==> config.mk <==
export PLATFORM = sky130hd
export DESIGN_NAME = dff_pipe_flat
export DESIGN_NICKNAME = d
export VERILOG_FILES = /design/src/rtl/nmc_pkg.sv /design/src/rtl/dff_pipe_if.sv /design/src/rtl/dff_pipe_stage.sv /design/src/rtl/dff_pipe.sv /design/src/flat_wrapper.sv
export SDC_FILE = /design/constraint.sdc
export NUM_CORES = 1
export LEC_CHECK = 0
export ABC_AREA = 1
export CORE_MARGIN = 2
export CORE_UTILIZATION = 54
export CTS_CLUSTER_SIZE = 20
export DETAILED_ROUTE_END_ITERATION = 12
export GPL_ROUTABILITY_DRIVEN = 0
export PLACE_DENSITY = 0.85
export SETUP_SLACK_MARGIN = 0.02
export SKIP_LAST_GASP = 1
export SYNTH_ARGS = -nofsm -noshare
export SYNTH_HDL_FRONTEND = slang
export SYNTH_SLANG_ARGS = --single-unit
==> constraint.sdc <==
create_clock -name sys_clk -period 2.1 [get_ports sys_clk]
set_input_delay 0.315 -clock sys_clk [delete_from_list [all_inputs] [get_ports sys_clk]]
set_output_delay 0.315 -clock sys_clk [all_outputs]
set_load 0.01 [all_outputs]
==> src/rtl/nmc_pkg.sv <==
// Shared constants and helpers for the MAC subarray datapath.
//   NMC_WIDTH / NMC_DEPTH : default data width and pipeline depth
//   sel_w()               : width of a field able to hold 0..depth
package nmc_pkg;

  localparam int NMC_WIDTH = 8;
  localparam int NMC_DEPTH = 4;

  function automatic int sel_w(input int depth);
    return $clog2(depth + 1);
  endfunction

endpackage

==> src/rtl/dff_pipe_if.sv <==
// Data/tap bundle of the dff_pipe delay line.
//   master : drives d, d_valid, dly_sel; observes q, q_valid, busy, vld_cnt
//   slave  : the pipeline itself
interface dff_pipe_if
  import nmc_pkg::*;
#(
  parameter int WIDTH = NMC_WIDTH,
  parameter int SELW  = sel_w(NMC_DEPTH)
);

  logic [WIDTH-1:0] d;
  logic             d_valid;
  logic [SELW-1:0]  dly_sel;
  logic [WIDTH-1:0] q;
  logic             q_valid;
  logic             busy;
  logic [SELW-1:0]  vld_cnt;

  modport master (
    output d, d_valid, dly_sel,
    input  q, q_valid, busy, vld_cnt
  );

  modport slave (
    input  d, d_valid, dly_sel,
    output q, q_valid, busy, vld_cnt
  );

endinterface

==> src/rtl/dff_pipe_stage.sv <==
// One stage of the delay line: WIDTH data bits plus a valid bit.
//   sys_clk, rst_n : clock, synchronous active-low reset
//   en             : advance enable (0 = hold)
//   flush          : clear valid (and data when CLR_DATA=1), ignores en
//   d_in, v_in     : previous stage (or pipe input)
//   d_out, v_out   : registered stage contents
module dff_pipe_stage
  import nmc_pkg::*;
#(
  parameter int WIDTH    = NMC_WIDTH,
  parameter bit CLR_DATA = 1'b1
) (
  input  logic             sys_clk,
  input  logic             rst_n,
  input  logic             en,
  input  logic             flush,
  input  logic [WIDTH-1:0] d_in,
  input  logic             v_in,
  output logic [WIDTH-1:0] d_out,
  output logic             v_out
);

  always_ff @(posedge sys_clk) begin
    if (!rst_n) begin
      d_out <= '0;
      v_out <= 1'b0;
    end else if (flush) begin
      v_out <= 1'b0;
      if (CLR_DATA) d_out <= '0;
    end else if (en) begin
      d_out <= d_in;
      v_out <= v_in;
    end
  end

endmodule

==> src/rtl/dff_pipe.sv <==
// WIDTH-bit, DEPTH-stage register pipeline with per-stage valids, global
// stall, synchronous flush and a runtime-selectable output tap.
//   sys_clk, rst_n : clock, synchronous active-low reset
//   sys_en         : advance enable (0 = stall, all state holds)
//   flush          : clear all stage valids (and data when CLR_DATA=1)
//   bus.d/d_valid  : input item
//   bus.dly_sel    : requested delay 0..DEPTH (larger values saturate)
//   bus.q/q_valid  : item at the selected tap (0 = combinational bypass)
//   bus.busy       : any stage holds a valid item
//   bus.vld_cnt    : number of stages holding valid items
module dff_pipe
  import nmc_pkg::*;
#(
  parameter int WIDTH    = NMC_WIDTH,
  parameter int DEPTH    = NMC_DEPTH,
  parameter int SELW     = sel_w(DEPTH),
  parameter int RST_DLY  = DEPTH,
  parameter bit CLR_DATA = 1'b1
) (
  input  logic       sys_clk,
  input  logic       rst_n,
  input  logic       sys_en,
  input  logic       flush,
  dff_pipe_if.slave  bus
);

  // Index 0 is the pipe input; 1..DEPTH are the registered stages.
  logic [WIDTH-1:0] data_p [DEPTH+1];
  logic [DEPTH:0]   vld_p;
  logic [SELW-1:0]  dly_r;
  logic [SELW-1:0]  cnt_r;

  function automatic logic [SELW-1:0] sat_sel(input logic [SELW-1:0] s);
    if (int'(s) > DEPTH) return SELW'(DEPTH);
    return s;
  endfunction

  assign data_p[0] = bus.d;
  assign vld_p[0]  = bus.d_valid;

  // ---- register stages 1..DEPTH ----
  for (genvar i = 1; i <= DEPTH; i++) begin : g_stage
    dff_pipe_stage #(
      .WIDTH    (WIDTH),
      .CLR_DATA (CLR_DATA)
    ) u_stage (
      .sys_clk (sys_clk),
      .rst_n   (rst_n),
      .en      (sys_en),
      .flush   (flush),
      .d_in    (data_p[i-1]),
      .v_in    (vld_p[i-1]),
      .d_out   (data_p[i]),
      .v_out   (vld_p[i])
    );
  end

  assign bus.busy    = |vld_p[DEPTH:1];
  assign bus.vld_cnt = cnt_r;

  // The tap only moves while the pipe is empty, so a retarget can never
  // skip or repeat an in-flight item.
  always_ff @(posedge sys_clk) begin
    if (!rst_n) begin
      dly_r <= SELW'(RST_DLY);
    end else if (sys_en && !bus.busy) begin
      dly_r <= sat_sel(bus.dly_sel);
    end
  end

  // Incremental popcount: one in at stage 1, one out past stage DEPTH.
  always_ff @(posedge sys_clk) begin
    if (!rst_n) begin
      cnt_r <= '0;
    end else if (flush) begin
      cnt_r <= '0;
    end else if (sys_en) begin
      cnt_r <= cnt_r + SELW'(bus.d_valid) - SELW'(vld_p[DEPTH]);
    end
  end

  // ---- output tap ----
  always_comb begin
    bus.q       = bus.d;
    bus.q_valid = bus.d_valid & sys_en & ~flush;
    if (dly_r != '0) begin
      bus.q       = data_p[dly_r];
      bus.q_valid = vld_p[dly_r];
    end
  end

endmodule

==> src/flat_wrapper.sv <==
// flat-port wrapper written by rule: the top's interface ports become plain ports
module dff_pipe_flat import nmc_pkg::*;
#(
  parameter int WIDTH    = NMC_WIDTH,
  parameter int DEPTH    = NMC_DEPTH,
  parameter int SELW     = sel_w(DEPTH),
  parameter int RST_DLY  = DEPTH,
  parameter bit CLR_DATA = 1'b1
)
  (sys_clk, rst_n, sys_en, flush, bus_d, bus_d_valid, bus_dly_sel, bus_q, bus_q_valid, bus_busy, bus_vld_cnt);
  dff_pipe_if #(.WIDTH(WIDTH), .SELW(SELW)) bus_i ();
  input  logic sys_clk;
  input  logic rst_n;
  input  logic sys_en;
  input  logic flush;
  input wire logic [$bits(bus_i.d)-1:0] bus_d;
  input wire logic [$bits(bus_i.d_valid)-1:0] bus_d_valid;
  input wire logic [$bits(bus_i.dly_sel)-1:0] bus_dly_sel;
  output wire logic [$bits(bus_i.q)-1:0] bus_q;
  output wire logic [$bits(bus_i.q_valid)-1:0] bus_q_valid;
  output wire logic [$bits(bus_i.busy)-1:0] bus_busy;
  output wire logic [$bits(bus_i.vld_cnt)-1:0] bus_vld_cnt;
  assign bus_i.d = bus_d;
  assign bus_i.d_valid = bus_d_valid;
  assign bus_i.dly_sel = bus_dly_sel;
  assign bus_q = bus_i.q;
  assign bus_q_valid = bus_i.q_valid;
  assign bus_busy = bus_i.busy;
  assign bus_vld_cnt = bus_i.vld_cnt;
  dff_pipe #(.WIDTH(WIDTH), .DEPTH(DEPTH), .SELW(SELW), .RST_DLY(RST_DLY), .CLR_DATA(CLR_DATA)) u_core (.sys_clk(sys_clk), .rst_n(rst_n), .sys_en(sys_en), .flush(flush), .bus(bus_i));
endmodule
# After elaboration in Yosys (flattened, before gate mapping)

Cells that the tools add are included.

$add $sub $neg: 2
Multipliers: 0
Div/mod/pow operators: 0
Magnitude comparators: 3
Eq/ne operators: 0
Shift-type cells: 0
Multiplexer cells: 12
Bitwise gates (word level): 5
Reduce and logical (&&, ||, !) cells: 5

Operators with widths:

| cell                                                 | number |
|---|---|
| binary-select mux 8 bit (select 3 bit)               | 1 |
| 2-to-1 mux 8 bit                                     | 3 |
| 2-to-1 mux 3 bit                                     | 2 |
| 2-to-1 mux 1 bit                                     | 5 |
| >= comparator 4 bit, second input constant           | 1 |
| < comparator 3 x 4 -> 1 bit, second input constant   | 1 |
| NOT 3 -> 4 bit                                       | 1 |
| OR reduction 4 bit                                   | 1 |
| adder 3 x 1 -> 3 bit                                 | 1 |
| binary-select mux 1 bit (select 3 bit)               | 1 |
| greater-than comparator 3 bit, second input constant | 1 |
| nonzero test 3 bit                                   | 1 |
| subtractor 3 x 1 -> 3 bit                            | 1 |
| AND 1 bit                                            | 2 |
| NOT 1 bit                                            | 2 |
| OR reduction 2 bit                                   | 1 |
| logical AND 1 bit                                    | 1 |
| logical NOT 1 bit                                    | 1 |

Register bits after elaboration: 42
Latch bits: 0
Memory bits (writable): 0
ROM bits: 0
Input bits: 16
Output and inout bits: 13
Word-level logic and storage cells: 37
Memories kept: 0

# Logic depth before layout (Yosys ltp)

Depth after elaboration: 6
Gate-level depth with buffers: 10
Gate-level depth less buffers: 10

# Hierarchy

From an unflattened synthesis, not the netlist that was laid out.

Cell total of the unflattened synthesis: 305
Area, all modules: 2043.2 µm²

By module, submodules not included:

| module         | instances | cells an instance | area each (µm²) | sequential area each (µm²) |
|---|---|---|---|---|
| dff_pipe_stage | 4         | 40                | 315.3           | 180.2 |
| dff_pipe       | 1         | 145               | 782.0           | 120.1 |

# Worst setup path before layout

Ideal clock, no wire load.

Path kind: register -> register
Start: register u_core.cnt_r[0], in the netlist u_core.bus.vld_cnt[0]
End: register u_core.cnt_r[2], in the netlist u_core.bus.vld_cnt[2]
Library setup time: 0.110 ns
Arrival time: 1.671 ns
Data required time: 1.990 ns
Path slack: 0.319 ns
Stages on the path, launching flop included: 11
Buffers on the path: 0
Clock period less this slack: 1.781 ns
Cells stage by stage: dfxtp_1 -> inv_1 -> ha_1 -> inv_1 -> ha_1 -> fa_1 -> or2_1 -> nand3_1 -> nand2_1 -> inv_1 -> nor2_1

Cells in the longest elaborated chain, start to end: 2

Ends and longest elaborated chain:

| element                   | RTL line       | source |
|---|---|---|
| from (decl)               | dff_pipe.sv:31 | `logic [SELW-1:0] cnt_r;` |
| from (signal assigned)    | dff_pipe.sv:78 | `cnt_r <= cnt_r + SELW'(bus.d_valid) - SELW'(vld_p[DEPTH]);` |
| adder 3 x 1 -> 3 bit      | dff_pipe.sv:78 |  |
| subtractor 3 x 1 -> 3 bit | dff_pipe.sv:78 |  |

Every way passes these cells.
A chain may end at the register's enable or synchronous reset.

# Worst setup path in the final report

Ends and elaborated chain as after synthesis.

==> results.md <==
* Residual DRC count at 0
* Fraction of layout cells with a size suffix above 1 at 14.5%
* Register clock-pin slew on the reported worst setup and hold paths at 0.08 ns
* First-pass iteration count of the detailed router at 4
* Endpoint class of the critical path: flip-flop
* Portion of the post-synthesis area used by sequential elements at 40.0%
* Multiplexer area fraction after synthesis at 0%
* YS warnings at 0
* DIE HEIGHT at 66.4 µm
* Post-Synth Simple-Gate Area at 33.5%
* Sum of routed wire length over all layers at 4830 µm
* Global-route usage over all layers at 24.0%
* Leakage power total at 0.982 nW
* Reg-to-Reg End: u_core.bus.vld_cnt[2]
* Number of port buffers at 28
* Worst Path Class, Setup: reg2reg
* Skew final at 0.00365 ns
* Final hold slack at 0.468 ns
* Most common cell after layout, fill and taps aside: nand2_1
* Iteration-0 DRC Markers at 198
* Final-report max-slew violation count at 0
* Capturing instance or port of the critical path: u_core.bus.vld_cnt[2]
* Setup TNS at 0 ns
* Largest family of logic cells by synthesized area: simple AND/OR/NAND/NOR gates
* Wire length of the first global-routing pass at 8100 µm
* Worst setup slack after placement at 0.0413 ns
* Post-synthesis register bit count at 42
* Filler cells at 328
* Most used cells in the layout excluding fill and tap cells: nand2_1, dfxtp_1, nand3_1, a21oi_1
* Post-Route Utilization at 67.8%
* Yosys top cell by area: dfxtp_1
* Remaining Overflow, GRT at 0
* Antenna diodes at 0
* Timing startpoint of the critical path: u_core.bus.vld_cnt[0]
* Clock sink total at 42
* Slew at the pin closest to its max-slew limit at 0.772 ns
* Via count of the first global-routing pass at 1808
* Post-Syn Instances at 296
* CTS H-Tree Depth at 2
* Area of the core at 3690 µm²
* Area fraction in compound gates after synthesis at 14.9%
* Net count of the mapped netlist at 315
* Average wire length per cell after detail routing at 13.0 µm
* Post-synthesis cell type count at 18
* Final antenna-violating net count at 0
* HPWL after DPL at 3050 µm
* Total area of multi-input combinational cells at 1060 µm²
* # rows at 22
* Register cell area after layout at 845 µm²
* Hold-fix buffers, CTS at 0
* CTS Buffer Depth at 2
* Data arrival time of the critical path at 2.04 ns
* Initial standard-cell utilization of the core at 57.0%
* Xor/xnor share of the synthesized area at 0%
* Maximum number of pins on one net before global-route repair at 41
* R2R depth at 10
* Critical path startpoint category: flip-flop
* Mean instance size in the synthesized netlist at 7.10 µm²
* Max-slew headroom at the worst pin at 48.5%
* Via count normalized by instance count at 5.34
* Final nets at 342
* Main area contributors after synthesis: dfxtp_1, nand2_1, nand3_1
* RSZ-0062 raised after global routing: false
* Die Span X at 66.4 µm
* Path type of the worst min-delay path: reg2reg
* Outcome: finished, final reports clean
* Period utilisation layout at 87.7%
* Final worst slack at 0.258 ns
* Share of Yosys cell area claimed by the top area cell type at 40.0%
* Latest clock arrival within the worst-skew pair at 0.29 ns
* P&R area growth vs syn at 19.0%
* Antenna violations before repair at 0
* Flop-to-flop setup slack at 0.26 ns
* Overall die area at 4410 µm²
* Clock buffer count from CTS at 5
* Power density normalized to cell area at 678 nW/µm²
* Worst IR Drop VDD at 0.000413 V
* Highest clock rate at 543 MHz
* Number of primary I/O pins at 29
* Count of endpoints failing setup in the final report at 0
* Reg-to-reg startpoint: u_core.bus.vld_cnt[0]
* Clock tree from TritonCTS: yes
* Number of vias in the routed layout at 1986
* Final hold vios at 0
* Critical Path RT at 2.30 ns
* Area of the mapped netlist at 2100 µm²
* Synth Area in Adders at 2.14%
* Clock period minus worst slack at 1.84 ns
* Largest fanout on the critical path at 2
* Buffer cell driving the clock tree root: clkbuf_8
* Number of violations of the max-capacitance limit at 0
worst max-delay path, cell delays in order, from the launching register on:
cell and delay (ns):
dfxtp_1 0.33, inv_1 0.06, ha_1 0.27, inv_1 0.04
ha_1 0.18, fa_1 0.38, or2_1 0.26, nand3_1 0.08
nand2_1 0.05, inv_1 0.05, nor2_1 0.04
kinds of logic (layout without fill, tap and decap cells):
logic type / count (synthesis) / count (layout)
buf+inv: 33 / 61
compound gates: 48 / 48
simple gates: 170 / 170
fa+ha+maj: 3 / 3
flops: 42 / 42
cells in the mapped netlist:
| cell type | number |
|---|---|
| a21oi_1 | 20 |
| a21oi_2 | 19 |
| buf_2 | 8 |
| buf_4 | 3 |
| buf_6 | 7 |
| dfxtp_1 | 42 |
| fa_1 | 1 |
| ha_1 | 2 |
| inv_1 | 8 |
| inv_2 | 7 |
| nand2_1 | 119 |
| nand3_1 | 35 |
| nand4_1 | 2 |
| nor2_1 | 11 |
| nor2_4 | 2 |
| o211ai_1 | 1 |
| o21ai_1 | 8 |
| or2_1 | 1 |
sequential cells by signal, summed over array words and instances, names as in the netlist:
signal / cells
u_core.dly_r: 3
u_core.g_stage.u_stage.d_out: 32
u_core.g_stage.u_stage.v_out: 4
u_core.bus.vld_cnt: 3
per-stage QoR:
step	cells	cell area (µm²)	total power [mW]
after floorplan	296	2100	0.998
after global placement	363	2370	1.08
after global routing	372	2500	1.77
final	372	2500	1.70
after detailed placement	363	2370	1.09
after CTS	372	2490	1.71
cell type report:
cell class | count | share of cell area [%]
multi-input combinational | 221 | 42.5
sequential | 42 | 33.8
timing repair buffer | 38 | 14.5
clock buffer | 5 | 2.75
inverter | 15 | 2.45
tap | 48 | 2.40
clock inverter | 3 | 1.60
power breakdown:
| group | switching (mW) | total (mW) | internal [mW] |
|---|---|---|---|
| sequential | 0.0125 | 0.822 | 0.810 |
| clock | 0.270 | 0.620 | 0.350 |
| combinational | 0.149 | 0.254 | 0.106 |
| total | 0.431 | 1.70 | 1.27 |
per-layer routing:
layer	part of all wire, %	track usage, %
met1	45	30.0
met4	0.79	5.36
met2	47	41.3
met3	7.0	6.30
met5	0	0
how the worst min path moves through the flow:
stage	from	end	depth (start not counted)
floorplan	rst_n	u_core.dly_r[2]	1
global placement	u_core.g_stage[4].u_stage.d_out[6]	u_core.g_stage[4].u_stage.d_out[6]	2
detailed placement	u_core.g_stage[4].u_stage.d_out[6]	u_core.g_stage[4].u_stage.d_out[6]	2
CTS	u_core.g_stage[4].u_stage.d_out[6]	u_core.g_stage[4].u_stage.d_out[6]	2
global route	u_core.g_stage[4].u_stage.d_out[2]	u_core.g_stage[4].u_stage.d_out[2]	2
finish	u_core.g_stage[4].u_stage.d_out[7]	u_core.g_stage[4].u_stage.d_out[7]	2
timing repair:
action,CTS,global route
pin swaps,1,0
setup buffers,1,0
setup endpoints to repair,9,2
gates resized for setup,9,4
hold endpoints to repair,0,0
Note: power is estimated with default switching activity, not from simulation.
